**src/rtl/pudi_sync_fsm.sv**
```systemverilog
// pudi_sync_fsm
//   Registered 8b/10b code-group classifier and receive synchronization state
//   machine for the PCS synchronization path. Each accepted code-group is
//   classified as comma (K28.5), data, other special or invalid. That class
//   drives the loss-of-sync / comma-detect / acquire-sync / sync-acquired
//   state machine, which uses parametrised acquisition and loss thresholds.
//
//   Code-group bit order: pudi[9:0] = {a,b,c,d,e,i,f,g,h,j}, so 'a' is the MSB.
//
// Ports
//   clk              clock, rising edge
//   reset            synchronous active-high reset
//   pudi_valid       qualifies pudi; when low, no state, counter or rx_even change
//   pudi             received code-group
//   err_clr          clears err_count (wins over an increment)
//   code_sync_status 1 while in any sync-acquired level
//   rx_even          parity of the last accepted code-group (1 = even)
//   cg_out           registered copy of the last accepted pudi
//   cg_out_valid     previous-cycle pudi_valid
//   cg_is_comma      cg_out is K28.5 (either disparity)
//   cg_is_data       cg_out is a valid data code-group
//   cg_invalid       cg_out is outside the valid set
//   err_count        saturating count of invalid code-groups received in sync
module pudi_sync_fsm #(
    parameter int unsigned CG_WIDTH        = 10,
    parameter int unsigned COMMA_THRESH    = 3,
    parameter int unsigned GOOD_CGS_THRESH = 3,
    parameter int unsigned BAD_LIMIT       = 4,
    parameter int unsigned ERR_WIDTH       = 16
) (
    input  logic                 clk,
    input  logic                 reset,
    input  logic                 pudi_valid,
    input  logic [CG_WIDTH-1:0]  pudi,
    input  logic                 err_clr,
    output logic                 code_sync_status,
    output logic                 rx_even,
    output logic [CG_WIDTH-1:0]  cg_out,
    output logic                 cg_out_valid,
    output logic                 cg_is_comma,
    output logic                 cg_is_data,
    output logic                 cg_invalid,
    output logic [ERR_WIDTH-1:0] err_count
);

    localparam logic [1:0] StLos      = 2'd0;
    localparam logic [1:0] StCommaDet = 2'd1;
    localparam logic [1:0] StAcqSync  = 2'd2;
    localparam logic [1:0] StSyncAcq  = 2'd3;

    // good_cnt only ever holds 0..GOOD_CGS_THRESH-1; it clears on reaching the threshold.
    localparam int unsigned GoodW = (GOOD_CGS_THRESH > 1) ? $clog2(GOOD_CGS_THRESH) : 1;

    localparam logic [2:0]       CommaThr  = 3'(COMMA_THRESH);
    localparam logic [2:0]       BadMax    = 3'(BAD_LIMIT - 1);
    localparam logic [GoodW-1:0] GoodThrM1 = GoodW'(GOOD_CGS_THRESH - 1);
    localparam logic [ERR_WIDTH-1:0] ErrOne = {{(ERR_WIDTH-1){1'b0}}, 1'b1};

    logic [1:0]           state_q, state_d;
    logic [2:0]           comma_cnt_q, comma_cnt_d;
    logic [2:0]           bad_lvl_q, bad_lvl_d;
    logic [GoodW-1:0]     good_cnt_q, good_cnt_d;
    logic                 rx_even_q, rx_even_d;
    logic [CG_WIDTH-1:0]  cg_q;
    logic                 cg_valid_q;
    logic                 comma_q, data_q, invalid_q;
    logic [ERR_WIDTH-1:0] err_q;

    logic in_comma, in_data, in_special, in_invalid;
    logic cgbad;

    // Classification of the incoming code-group, both running disparities.
    always_comb begin
        in_comma   = 1'b0;
        in_data    = 1'b0;
        in_special = 1'b0;
        case (pudi)
            10'b001111_1010, 10'b110000_0101: in_comma = 1'b1; // K28.5
            10'b111010_1000, 10'b000101_0111,                  // K23.7
            10'b110110_1000, 10'b001001_0111,                  // K27.7
            10'b101110_1000, 10'b010001_0111: in_special = 1'b1; // K29.7
            10'b101001_0110,                                   // D5.6
            10'b011011_0101, 10'b100100_0101,                  // D16.2
            10'b100111_0100, 10'b011000_1011,                  // D0.0
            10'b011101_0100, 10'b100010_1011,                  // D1.0
            10'b101101_0100, 10'b010010_1011,                  // D2.0
            10'b101101_0101, 10'b010010_0101,                  // D2.2
            10'b101010_1010,                                   // D21.5
            10'b110100_1100, 10'b110100_0011,                  // D11.3
            10'b111010_1001, 10'b000101_1001,                  // D23.1
            10'b111000_1101, 10'b000111_0010,                  // D7.4
            10'b001101_1010,                                   // D12.5
            10'b001110_1010,                                   // D28.5
            10'b110001_0110,                                   // D3.6
            10'b111001_0110, 10'b000110_0110,                  // D8.6
            10'b110010_0101,                                   // D19.2
            10'b110011_0011, 10'b001100_1100,                  // D24.3
            10'b101011_1001, 10'b010100_1001,                  // D31.1
            10'b010101_1001,                                   // D10.1
            10'b101110_0011, 10'b010001_1100,                  // D29.3
            10'b110101_0110, 10'b001010_0110: in_data = 1'b1;  // D4.6
            default: ;
        endcase
        in_invalid = ~(in_comma | in_data | in_special);
    end

    // A comma landing on an even position is misaligned and counts as bad.
    assign cgbad = in_invalid | (in_comma & rx_even_q);

    always_comb begin
        state_d     = state_q;
        comma_cnt_d = comma_cnt_q;
        bad_lvl_d   = bad_lvl_q;
        good_cnt_d  = good_cnt_q;
        rx_even_d   = rx_even_q;
        if (pudi_valid) begin
            rx_even_d = ~rx_even_q;
            case (state_q)
                StLos: begin
                    if (in_comma) begin
                        state_d     = StCommaDet;
                        comma_cnt_d = comma_cnt_q + 3'd1;
                        rx_even_d   = 1'b1;
                    end
                end
                StCommaDet: begin
                    if (in_data) begin
                        if (comma_cnt_q == CommaThr) begin
                            state_d    = StSyncAcq;
                            bad_lvl_d  = 3'd0;
                            good_cnt_d = '0;
                        end else begin
                            state_d = StAcqSync;
                        end
                    end else begin
                        state_d     = StLos;
                        comma_cnt_d = 3'd0;
                    end
                end
                StAcqSync: begin
                    if (in_comma && !rx_even_q) begin
                        state_d     = StCommaDet;
                        comma_cnt_d = comma_cnt_q + 3'd1;
                        rx_even_d   = 1'b1;
                    end else if (cgbad) begin
                        state_d     = StLos;
                        comma_cnt_d = 3'd0;
                    end
                end
                default: begin // StSyncAcq
                    if (cgbad) begin
                        good_cnt_d = '0;
                        if (bad_lvl_q == BadMax) begin
                            state_d     = StLos;
                            comma_cnt_d = 3'd0;
                            bad_lvl_d   = 3'd0;
                        end else begin
                            bad_lvl_d = bad_lvl_q + 3'd1;
                        end
                    end else if (bad_lvl_q != 3'd0) begin
                        if (good_cnt_q == GoodThrM1) begin
                            bad_lvl_d  = bad_lvl_q - 3'd1;
                            good_cnt_d = '0;
                        end else begin
                            good_cnt_d = good_cnt_q + GoodW'(1);
                        end
                    end
                end
            endcase
        end
    end

    always_ff @(posedge clk) begin
        if (reset) begin
            state_q     <= StLos;
            comma_cnt_q <= 3'd0;
            bad_lvl_q   <= 3'd0;
            good_cnt_q  <= '0;
            rx_even_q   <= 1'b0;
            cg_q        <= '0;
            cg_valid_q  <= 1'b0;
            comma_q     <= 1'b0;
            data_q      <= 1'b0;
            invalid_q   <= 1'b0;
            err_q       <= '0;
        end else begin
            state_q     <= state_d;
            comma_cnt_q <= comma_cnt_d;
            bad_lvl_q   <= bad_lvl_d;
            good_cnt_q  <= good_cnt_d;
            rx_even_q   <= rx_even_d;
            cg_valid_q  <= pudi_valid;
            if (pudi_valid) begin
                cg_q      <= pudi;
                comma_q   <= in_comma;
                data_q    <= in_data;
                invalid_q <= in_invalid;
            end
            if (err_clr) begin
                err_q <= '0;
            end else if (pudi_valid && in_invalid && (state_q == StSyncAcq) && (err_q != '1)) begin
                err_q <= err_q + ErrOne;
            end
        end
    end

    assign code_sync_status = (state_q == StSyncAcq);
    assign rx_even          = rx_even_q;
    assign cg_out           = cg_q;
    assign cg_out_valid     = cg_valid_q;
    assign cg_is_comma      = comma_q;
    assign cg_is_data       = data_q;
    assign cg_invalid       = invalid_q;
    assign err_count        = err_q;

endmodule
```
**config.mk**
```make
export PLATFORM = sky130hd
export DESIGN_NAME = pudi_sync_fsm
export DESIGN_NICKNAME = d
export VERILOG_FILES = /design/src/rtl/pudi_sync_fsm.sv
export SDC_FILE = /design/constraint.sdc
export NUM_CORES = 1
export LEC_CHECK = 0
export CELL_PAD_IN_SITES_DETAIL_PLACEMENT = 2
export CELL_PAD_IN_SITES_GLOBAL_PLACEMENT = 2
export CORE_AREA = 3 3 98 100
export CTS_CLUSTER_DIAMETER = 150
export DETAILED_ROUTE_END_ITERATION = 6
export DIE_AREA = 0 0 101 103
export PLACE_DENSITY = 0.77
export SYNTH_ARGS = -nofsm -noshare
export SYNTH_HDL_FRONTEND = slang
export SYNTH_SLANG_ARGS = --single-unit
export TNS_END_PERCENT = 20
```
**constraint.sdc**
```tcl
create_clock -name clk -period 4.25 [get_ports clk]
set_input_delay 0.85 -clock clk [delete_from_list [all_inputs] [get_ports clk]]
set_output_delay 0.85 -clock clk [all_outputs]
set_load 0.05 [all_outputs]
```
==> results.toml <==
[setup_path]
crit_chain = "clkdlybuf4s50_1, nor2b_1, a32o_1, a32o_1, a2111oi_2, nand3_2, or4_4, or4_1, o21ai_1"
worstSetupEndpointType = "register"
slowest_stage = "clkdlybuf4s50_1"
cp.depth = 9
critPathKind = "in -> reg"
worstSetupStartpointType = "input port"
critPathTopFamily = "simple AND/OR/NAND/NOR gates"
crit_path_max_incr_delay_ns = 0.77
crit_top_cell = "a32o_1"
ff2ff_path_depth = 8
cp.required_ns = 4.48
cp.arrival_ns = 4.00
cp_max_fo = 15
crit_buf_inv = 1

[pwr]
ir_worst_vdd_v = 0.000121
p_per_area_nw_per_um2 = 248
leakagePower_nw = 1.16

[drt]
drtIter0Drc = 70
routed-via-count = 2702
vias_per_cell = 5.55
wirelength_um = 8690
wire_per_inst_um = 17.8
drc = 0
dr.pass1.iters = 4
ant_nets = 0

[clock_tree]
postCtsSetupRepairBufs = 0
ctsHoldBuffers = 0
cts_buffers = 5
cts_resized = 0
cts_tree = "yes"
h-tree-depth = 2
cts_root_buffer = "clkbuf_8"
clkSlewWorstSetupHoldPaths_ns = 0.08
clk_path_buf_depth = 2
cts_sinks = 41
clock_latency_ns = 0.30

[global_routing]
met1_usage = 0.227
antenna_found_initial = 0
grt_pass1_wl_um = 14700
grtUsageMet2 = 0.312
grt_usage = 0.176
grt_max_degree = 33
grt_pass1_vias = 2833
grt.met3_usage = 0.0311
gr-total-overflow = 0
grt_busiest_layer = "met2"

[cells_and_area]
drive_gt1_frac = 0.0686
mostFrequentLayoutCells = "clkdlybuf4s50_1 (45), nor2_1 (42), dfxtp_1 (41)"
final_area_um2 = 3350
antenna_cells = 0
area_growth_pct = 23.9
final_util = 0.382
num-fill-cells = 1030
fin_nets = 399
layout_commonest_cell = "clkdlybuf4s50_1"

[outcome]
outcome = "completed"

[place]
placed_cell_area_um2 = 3270
preCtsSetupSlack_ns = 0.242
routabilityCongestion = 0.869
io_buffers = 45
dp.final_hpwl_um = 6470

[sta]
finalHoldViolations = 0
postLayoutSetupSlackWorst_ns = 0.486
relSlewSlack = 0.484
hold_ws_ns = 0.489
worst_slew_pin_slew_ns = 0.768
fin_crit_sh = 0.886
skew_ns = 0.00793
finalSetupTns_ns = 0
setup_violations = 0
min_period_ns = 3.76
slew_viol_final = 0
rsz0062_at_grt = "no"
max_freq_ghz = 0.266

[synthesis]
synth_area_leaders = "dfxtp_1 (30%), nor2_1 (5.8%), mux2i_1 (5.5%), nand3_1 (3.5%), nand2b_1 (3.0%)"
synthCells = 339
synthArstFlopShare = 0
synth_nets = 359
synth.avg_cell_area_um2 = 7.98
yosysWarnings = 0
yosysTopAreaCellShare = 0.303
synthFlopType = "dfxtp_1"
netlist_area_um2 = 2710
ys_seq_area_frac = 0.303
synth_cell_types = 60
ys_seq_elements = 41
synth_edf_count = 0
yosys.area.top_type = "dfxtp_1"

[job]
drv_cap = 0

[die]
ios = 46
dieArea_um2 = 10400
initial_core_util = 0.309
num_rows = 34
core_um2 = 8760
die-width_um = 101
fp.dieH_um = 103

[worst_hold_path]
min_path_type = "reg -> reg"
hold_depth = 2
cells by family (layout without fill, tap and decap cells):
family | count (synthesis) | after routing | share of synthesized area
simple gates | 173 | 173 | 0.358
compound gates | 58 | 58 | 0.159
flops | 41 | 41 | 0.303
buf+inv | 34 | 74 | 0.0564
mux | 17 | 17 | 0.0638
xor+xnor | 10 | 10 | 0.0324
fa+ha+maj | 6 | 6 | 0.0277
routing by layer:
metal,share of wire,up-vias,wire [µm]
met5,0,-,0
met3,0.031,5,272
met4,0.0067,0,58
met2,0.51,37,4390
met1,0.46,1350,3960
li1,-,1310,-
final timing paths:
kind	start	slack [ns]	end
worst max-delay path	pudi[5]	0.49	err_count[6]$_SDFFE_PP0P_
worst min-delay path	comma_cnt_q[1]$_SDFFE_PP0P_	0.49	comma_cnt_q[1]$_SDFFE_PP0P_
worst max register to register	err_count[6]$_SDFFE_PP0P_	1.72	err_count[6]$_SDFFE_PP0P_
worst min register to register	comma_cnt_q[1]$_SDFFE_PP0P_	0.49	comma_cnt_q[1]$_SDFFE_PP0P_
layout make-up:
class	count	area, µm²	area share
multi-input cells	264	1730	0.517
flip-flops and latches	41	821	0.245
repair buffers	58	548	0.163
well taps	108	135	0.0403
clock buffers	6	72.6	0.0216
inverters	9	33.8	0.0101
clock inverters	1	8.76	0.00261
cells in the mapped netlist, drive strengths merged, types with 5 or more instances:
cell and instances:
a21oi 12, and2 5, and3 6, buf 13
clkbuf 12, dfxtp 41, ha 6, inv 9
mux2i 15, nand2 18, nand2b 13, nand3 20
nand4 7, nor2 42, nor2b 13, nor3 7
nor3b 7, nor4 9, o2111ai 6, o21ai 8
or3 5, xnor2 9
flip-flops by register name, summed over array words and instances (netlist names):
name	cells
err_count	16
cg_out	10
bad_lvl_q	3
comma_cnt_q	3
good_cnt_q	2
state_q	2
cg_invalid	1
cg_is_comma	1
cg_is_data	1
cg_out_valid	1
rx_even	1
power breakdown:
group | leakage [nW] | internal (mW) | switching [mW] | total [mW]
combinational | 0.789 | 0.0636 | 0.108 | 0.171
clock | 0.0412 | 0.114 | 0.143 | 0.257
sequential | 0.334 | 0.394 | 0.00849 | 0.403
total | 1.16 | 0.572 | 0.259 | 0.831
tightest hold or removal path, stage by stage, from the launching register on:
cell and delay [ns]:
dfxtp_1 0.32, nand2b_1 0.06, mux2i_1 0.06
per-stage QoR:
step,power (mW),instances
finish,0.831,487
global route,0.878,487
CTS,0.849,487
detailed placement,0.583,480
global placement,0.579,480
floorplan,0.521,339
Note: power is estimated with default switching activity, not from simulation.
